`config.mk`:
```
export PLATFORM = sky130hd
export DESIGN_NAME = ext_pipe_flat
export DESIGN_NICKNAME = d
export VERILOG_FILES = /design/src/rtl/ext_pipe_if.sv /design/src/rtl/ext_pipe.sv /design/src/flat_wrapper.sv
export SDC_FILE = /design/constraint.sdc
export NUM_CORES = 1
export LEC_CHECK = 0
export CORE_MARGIN = 10
export CORE_UTILIZATION = 35
export DETAILED_ROUTE_END_ITERATION = 7
export PLACE_DENSITY_LB_ADDON = 0.08
export SLEW_MARGIN = 20
export SYNTH_ARGS = -nofsm -noshare
export SYNTH_HDL_FRONTEND = slang
export SYNTH_SLANG_ARGS = --single-unit
```
`constraint.sdc`:
```
create_clock -name clk -period 2.1 [get_ports clk]
set_clock_uncertainty 0.2 [all_clocks]
set_input_delay 0.63 -clock clk [delete_from_list [all_inputs] [get_ports clk]]
set_output_delay 0.63 -clock clk [all_outputs]
set_load 0.02 [all_outputs]
```
`src/rtl/ext_pipe_if.sv`:
```
// Handshake bundle between decode and the immediate extender: request side in_*, result side out_*.
// slave is the extender's view; master is the decode/consumer view.
interface ext_pipe_if #(
  parameter int IMM_W = 16,
  parameter int OUT_W = 32,
  parameter int DEPTH = 2
);
  logic                     in_valid;
  logic                     in_ready;
  logic [IMM_W-1:0]         imm;
  logic [2:0]               ext_op;
  logic                     out_valid;
  logic                     out_ready;
  logic [OUT_W-1:0]         out_data;
  logic                     out_illegal;
  logic [$clog2(DEPTH):0]   count;

  modport slave (
    input  in_valid, imm, ext_op, out_ready,
    output in_ready, out_valid, out_data, out_illegal, count
  );

  modport master (
    output in_valid, imm, ext_op, out_ready,
    input  in_ready, out_valid, out_data, out_illegal, count
  );
endinterface

```
`src/rtl/ext_pipe.sv`:
```
// Buffered immediate extender: extends at the input, queues results in a DEPTH-entry in-order FIFO.
// Latency 1 cycle, 1 entry/cycle; in_ready = !full (no same-cycle pop bypass), out_valid = !empty.
module ext_pipe_fifo #(
  parameter int WIDTH = 8,
  parameter int DEPTH = 2
) (
  input  logic                    clk,
  input  logic                    reset_n,
  input  logic                    wr_vld,
  output logic                    wr_rdy,
  input  logic [WIDTH-1:0]        wr_dat,
  output logic                    rd_vld,
  input  logic                    rd_rdy,
  output logic [WIDTH-1:0]        rd_dat,
  output logic [$clog2(DEPTH):0]  count
);
  localparam int PTR_W = $clog2(DEPTH);
  localparam int CNT_W = PTR_W + 1;

  logic [WIDTH-1:0] mem_q [DEPTH];
  logic [WIDTH-1:0] mem_d [DEPTH];
  logic [PTR_W-1:0] wr_ptr_q, wr_ptr_d;
  logic [PTR_W-1:0] rd_ptr_q, rd_ptr_d;
  logic [CNT_W-1:0] count_q, count_d;
  logic             push, pop;

  assign wr_rdy = (count_q != CNT_W'(DEPTH));
  assign rd_vld = (count_q != '0);
  assign push   = wr_vld & wr_rdy;
  assign pop    = rd_rdy & rd_vld;
  assign rd_dat = mem_q[rd_ptr_q];
  assign count  = count_q;

  // DEPTH is a power of two, so pointers wrap by natural overflow.
  always_comb begin
    mem_d    = mem_q;
    wr_ptr_d = wr_ptr_q;
    rd_ptr_d = rd_ptr_q;
    count_d  = count_q + CNT_W'(push) - CNT_W'(pop);
    if (push) begin
      mem_d[wr_ptr_q] = wr_dat;
      wr_ptr_d        = wr_ptr_q + PTR_W'(1);
    end
    if (pop) begin
      rd_ptr_d = rd_ptr_q + PTR_W'(1);
    end
  end

  always_ff @(posedge clk or negedge reset_n) begin
    if (!reset_n) begin
      mem_q    <= '{default: '0};
      wr_ptr_q <= '0;
      rd_ptr_q <= '0;
      count_q  <= '0;
    end else begin
      mem_q    <= mem_d;
      wr_ptr_q <= wr_ptr_d;
      rd_ptr_q <= rd_ptr_d;
      count_q  <= count_d;
    end
  end
endmodule

module ext_pipe #(
  parameter int IMM_W = 16,
  parameter int OUT_W = 32,
  parameter int DEPTH = 2
) (
  input  logic        clk,
  input  logic        reset_n,
  ext_pipe_if.slave   bus
);
  localparam int EXT_W = OUT_W - IMM_W;

  typedef struct packed {
    logic             illegal;
    logic [OUT_W-1:0] data;
  } entry_t;

  entry_t           in_ent;
  entry_t           head;
  logic [OUT_W-1:0] sext;

  always_comb begin
    sext           = {{EXT_W{bus.imm[IMM_W-1]}}, bus.imm};
    in_ent.illegal = 1'b0;
    in_ent.data    = '0;
    case (bus.ext_op)
      3'b000:  in_ent.data = {{EXT_W{1'b0}}, bus.imm};
      3'b001:  in_ent.data = sext;
      3'b010:  in_ent.data = {bus.imm, {EXT_W{1'b0}}};
      // Branch offset: word-aligned, the two top sign copies fall off.
      3'b011:  in_ent.data = {sext[OUT_W-3:0], 2'b00};
      3'b100:  in_ent.data = {{EXT_W{1'b1}}, bus.imm};
      default: in_ent.illegal = 1'b1;
    endcase
  end

  ext_pipe_fifo #(
    .WIDTH ($bits(entry_t)),
    .DEPTH (DEPTH)
  ) u_fifo (
    .clk     (clk),
    .reset_n (reset_n),
    .wr_vld  (bus.in_valid),
    .wr_rdy  (bus.in_ready),
    .wr_dat  (in_ent),
    .rd_vld  (bus.out_valid),
    .rd_rdy  (bus.out_ready),
    .rd_dat  (head),
    .count   (bus.count)
  );

  assign bus.out_data    = head.data;
  assign bus.out_illegal = head.illegal;
endmodule

```
`src/flat_wrapper.sv`:
```
// flat-port wrapper written by rule: the top's interface ports become plain ports
module ext_pipe_flat 
#(
  parameter int IMM_W = 16,
  parameter int OUT_W = 32,
  parameter int DEPTH = 2
)
  (clk, reset_n, bus_in_valid, bus_imm, bus_ext_op, bus_out_ready, bus_in_ready, bus_out_valid, bus_out_data, bus_out_illegal, bus_count);
  ext_pipe_if #(.IMM_W(IMM_W), .OUT_W(OUT_W), .DEPTH(DEPTH)) bus_i ();
  input  logic clk;
  input  logic reset_n;
  input wire logic [$bits(bus_i.in_valid)-1:0] bus_in_valid;
  input wire logic [$bits(bus_i.imm)-1:0] bus_imm;
  input wire logic [$bits(bus_i.ext_op)-1:0] bus_ext_op;
  input wire logic [$bits(bus_i.out_ready)-1:0] bus_out_ready;
  output wire logic [$bits(bus_i.in_ready)-1:0] bus_in_ready;
  output wire logic [$bits(bus_i.out_valid)-1:0] bus_out_valid;
  output wire logic [$bits(bus_i.out_data)-1:0] bus_out_data;
  output wire logic [$bits(bus_i.out_illegal)-1:0] bus_out_illegal;
  output wire logic [$bits(bus_i.count)-1:0] bus_count;
  assign bus_i.in_valid = bus_in_valid;
  assign bus_i.imm = bus_imm;
  assign bus_i.ext_op = bus_ext_op;
  assign bus_i.out_ready = bus_out_ready;
  assign bus_in_ready = bus_i.in_ready;
  assign bus_out_valid = bus_i.out_valid;
  assign bus_out_data = bus_i.out_data;
  assign bus_out_illegal = bus_i.out_illegal;
  assign bus_count = bus_i.count;
  ext_pipe #(.IMM_W(IMM_W), .OUT_W(OUT_W), .DEPTH(DEPTH)) u_core (.clk(clk), .reset_n(reset_n), .bus(bus_i));
endmodule
```
# ---- Word-level counts from Yosys, hierarchy flattened
# Index checks and enable logic that the tools add are counted.
dict set report word_totals {
  in_bits 23
  output_inout_bits 37
  word_cells 33
  regBits 70
}
dict set report classes {
  n_reduce_logical 4
  bitwise_logic 4
  n_mux 8
  magnitude_cmp 3
  eq_ne 5
  add_sub_neg 4
}
# op n
set op_table {}
lappend op_table {{32-bit case mux with 5 select lines} 1}
lappend op_table {{33-bit two-way mux} 4}
lappend op_table {{66-bit bitwise mux} 1}
lappend op_table {{33-bit demux with 1-bit select} 1}
lappend op_table {{3-bit by 2-bit == test with 1-bit output (second input constant)} 2}
lappend op_table {{5-bit OR reduction} 1}
lappend op_table {{2-bit >= comparator (second input constant)} 2}
lappend op_table {{1-bit NOT with 2-bit output} 2}
lappend op_table {{3-bit by 1-bit == test with 1-bit output (second input constant)} 1}
lappend op_table {{3-bit == test (second input constant)} 1}
lappend op_table {{3-bit zero test} 1}
lappend op_table {{1-bit adder (second input constant)} 2}
lappend op_table {{2-bit by 1-bit adder with 2-bit output} 1}
lappend op_table {{1-bit bitwise AND} 2}
lappend op_table {{2-bit by 1-bit less-than comparator with 1-bit output (second input constant)} 1}
lappend op_table {{2-bit != test (second input constant)} 1}
lappend op_table {{2-bit nonzero test} 1}
lappend op_table {{2-bit by 1-bit subtractor with 2-bit output} 1}
lappend op_table {{1-bit logical AND} 1}
lappend op_table {{1-bit two-way mux} 1}

# ---- Depth between registers and ports, before layout
# Gate-level depths: netlist of the first run.
dict set report logic_depth {
  depth_word 6
  depth_mapped 7
  ltp_nobuf 7
}

# ---- Modules after synthesis
# Synthesis of the first run repeated with hierarchy kept, for this count alone.
dict set report hier_totals {
  cells_unflattened 263
  hier_area_um2 3553.4
}
# mod cells_per_inst area_per_inst_um2 seq_area_each_um2 n_inst
set by_module_without_submodules {}
lappend by_module_without_submodules {ext_pipe_fifo 199 3104.2 1751.7 1}
lappend by_module_without_submodules {ext_pipe 64 449.2 0.0 1}

# ---- Least setup slack after synthesis of the first run
# OpenSTA, ideal clock, no wires.
dict set report synth_timing {
  kind {flip-flop to output port}
  from {register u_core.u_fifo.rd_ptr_q}
  to {output port bus_out_data[27]}
  stages_incl_launch_ff 4
  path_buffers 2
  t_required_ps 1270
  arrival_time_ps 1335
  slack_ps -65
  cell_sequence {dfrtp_1 -> clkbuf_1 -> buf_1 -> mux2_2}
}
dict set report synth_via {
  elab_chain_cells 4
}
# element line
set synth_lines {}
lappend synth_lines {{from (decl)} ext_pipe.sv:23} ;# logic [PTR_W-1:0] rd_ptr_q, rd_ptr_d;
lappend synth_lines {{from (signal assigned)} ext_pipe.sv:58} ;# rd_ptr_q <= rd_ptr_d;
lappend synth_lines {{1-bit NOT with 2-bit output (not written as such)} ext_pipe.sv:31} ;# assign rd_dat = mem_q[rd_ptr_q];
lappend synth_lines {{33-bit two-way mux (not written as such) (3 in series)} ext_pipe.sv:31}
lappend synth_lines {{to (decl)} flat_wrapper.sv:18} ;# output wire logic [$bits(bus_i.out_data)-1:0] bus_out_data;
# Every way passes these cells. The select of a mux whose other input is x is not followed.

# ---- Worst setup path in the final report of the first run
dict set report layout_timing {
  from {register u_core.u_fifo.rd_ptr_q}
  to {output port bus_out_data[21]}
}
# Same word-level chain as after synthesis.

==> results.md, run 1 <==
* Status: finished, violations left
* Failing checks: setup timing
* Diodes inserted at 0
* Commonest non-fill, non-tap cell in the layout: dfrtp_1
* Grt ovf at 0
* Pin count of the biggest net entering global routing at 71
* I/O Pins at 60
* Critical path type: flip-flop to output port
* Worst path top cell family by delay: flip-flops
* Initial core utilization at 35.58%
* Width of the die at 119.2 um
* CP Data Required Time at 1.27 ns
* Period utilization at 112.1%
* IO buf count at 59
* Share of layout cells above drive strength 1 at 55.36%
* Worst hold path type: input port to async pin
* Dominant synthesized flop cell: dfrtp_1
* Final setup viols at 33
* Placer Congestion at 0.7363
* Number of global-route vias before repair at 2571
* CP bufs+invs at 3
* CTS clock-pin slew for the worst setup and hold paths at 0.07 ns
* Commonest cells after routing, fill and taps aside: dfrtp_1 (69), mux2_2 (67), buf_6 (33), mux2_4 (27), buf_4 (20)
* Cells after synthesis at 251
* Clk Latency, worst-skew pair at 0.34 ns
* CTS Sinks at 70
* Final hold violations at 0
* Setup slack after layout at -0.2538 ns
* Die area at 14210 sq um
* Total wire length at 8.887 mm
* Crit path max fanout at 7
* Core area at 9684 sq um
* Die H at 119.2 um
* Bufs on Longest Clock Path at 2
* WL/cell at 18.95 um
* Power Dens Cells at 1599 nW/um^2
* Final min period at 2.354 ns
* Critical-path cell list: buf_6 -> buf_12 -> mux2_4 -> buf_6
* Initial antenna violation count at 0
* Site row count at 36
* Critical Path Start Type: flip-flop
* RSZ-0062 raised after global routing: true
* Number of max-cap violations at 0
* Final core occ at 50.21%
* First-pass GRT wire length at 14.69 mm
* Layout overhead on the synthesized area at 41.10%
* Placed cell area at 4345 sq um
* CP max stage delay at 0.45 ns
* Worst Path Arrival at 1.52 ns
* F_max at 424.8 MHz
* Most frequent CP cell: buf_6
* First-iteration detailed-routing DRC count at 87
* Register area share after synthesis at 50.84%
* Synthesis warning total at 0
* Final instance area at 4862 sq um
* Syn nets at 276
* CTS Buf Count at 9
* Fillers at 879
* Tot GR Track Use at 13.02%
* Final ANT Viol Nets at 0
* Post-Syn Area at 3446 sq um
* H-tree depth at 3
* Crit-path slowest cell: dfrtp_2
* Synthesized flop and latch total at 70
* Router iterations before antenna repair at 4
* Async S/R FF share, synth at 100.0%
* Max-slew violation count at 0
* Final nets at 356
* Maximum VDD drop at 0.6896 mV
* Clk Tree Root Cell: clkbuf_8
* CTS tree: done
* Unique masters post-synth at 32
* Relative slew margins at 74.53%
* Leakage power at 2.349 nW
* Synth Area per Inst at 13.73 sq um
* Dpl hpwl at 6.025 mm
* Number of synthesized flops with an enable pin at 0
* DRC Markers at 0
* Drt via density at 4.957
* Vias at 2325
* Worst setup EP type: output port
* Cts hold-fix bufs at 0
* Worst-Margin Slew at 0.3821 ns
path summary, 6_finish.rpt:
| kind | from | to | slack [ns] | cells after the start |
|---|---|---|---|---|
| setup / recovery | u_core.u_fifo.rd_ptr_q | bus_out_data[21] | -0.25 | 4 |
| hold / removal | reset_n | u_core.u_fifo.count[1] | 0.11 | 2 |
| setup reg to reg | u_core.u_fifo.count[1] | u_core.u_fifo.count[1] | 0.19 | 7 |
| hold reg to reg | u_core.u_fifo.mem_q[1] | u_core.u_fifo.mem_q[1] | 0.31 | 1 |
| max in group asynchronous | reset_n | u_core.u_fifo.rd_ptr_q | 1.30 | 2 |
| min in group clk | u_core.u_fifo.mem_q[1] | u_core.u_fifo.mem_q[1] | 0.31 | 1 |
layout make-up:
cell class / instances / area, sq um / share of cell area (%)
sequential: 70 / 1753 / 36.05
inverter: 3 / 11.26 / 0.2316
clock inverter: 6 / 108.9 / 2.239
multi-input combinational: 159 / 1713 / 35.23
clock buffer: 10 / 137.6 / 2.831
tap: 133 / 166.4 / 3.423
timing repair buffer: 88 / 972.2 / 19.99
report_power, final:
| part | switching (mW) | internal (mW) | leakage (nW) |
|---|---|---|---|
| sequential | 0.315 | 1.95 | 0.890 |
| combinational | 1.76 | 2.42 | 1.33 |
| clock | 0.513 | 0.819 | 0.126 |
kinds of logic (layout without fill, tap and decap cells):
family | count (synthesis) | count (layout) | synth area share, %
xor gates and xnor gates | 4 | 4 | 1.017
adders and majority gates | 2 | 2 | 0.7261
AOI/OAI and AO/OA | 36 | 36 | 8.424
and+or+nand+nor | 21 | 21 | 4.321
muxes | 96 | 96 | 31.30
buffers and inverters | 22 | 107 | 3.377
DFF | 70 | 70 | 50.84
metal layers:
| metal | wire, um | GRT usage [%] | vias up |
|---|---|---|---|
| li1 | - | - | 1078 |
| met1 | 4262 | 17.39 | 1195 |
| met2 | 4199 | 19.74 | 46 |
| met3 | 362 | 4.157 | 6 |
| met4 | 62 | 3.664 | 0 |
| met5 | 0 | 0 | - |
flip-flops by register name, summed over array words and instances (netlist names):
signal / cells
u_core.u_fifo.mem_q: 66
u_core.u_fifo.rd_ptr_q: 1
u_core.u_fifo.wr_ptr_q: 1
u_core.u_fifo.count: 2
through the flow:
stage               setup slack, ns  setup TNS [ns]  total power [mW]  cells  hold slack (ns)
floorplan                  0.008233               0             4.381    251           0.1344
finish                      -0.2538          -6.766             7.775    469           0.1059
CTS                         -0.2940          -8.096             7.774    468           0.1147
global placement            -0.5006          -38.16             5.875    446           0.2840
detailed placement          -0.5726          -40.10             5.900    446           0.2912
global route                -0.3115          -8.823             8.247    469           0.1152
Yosys cell counts, drive strengths merged (2+ instances only):
| library cell | number | area share (%) |
|---|---|---|
| a22o | 13 | 3.3 |
| a21oi | 3 | 0.44 |
| and3b | 3 | 0.76 |
| a211o | 13 | 3.3 |
| dfrtp | 70 | 51 |
| a31oi | 2 | 0.36 |
| and4bb | 2 | 0.73 |
| ha | 2 | 0.73 |
| o21ai | 2 | 0.29 |
| and2 | 3 | 0.54 |
| mux2i | 2 | 0.58 |
| nand2b | 2 | 0.36 |
| nand2 | 3 | 0.33 |
| buf | 18 | 2.9 |
| xnor2 | 3 | 0.76 |
| nor3b | 2 | 0.58 |
| inv | 3 | 0.33 |
| mux2 | 94 | 31 |
repair_timing:
action	CTS	global route
endpoints found under the setup margin	95	59
gates resized for setup	231	28
cloned	2	0
buffers inserted	4	3
Note: power is estimated with default switching activity, not from simulation.
==> run 2: changes to the inputs <==
- CAP_MARGIN: not set -> 20
==> results of run 2 <==
Final layout, timing and power as in run 1 (identical DEF).
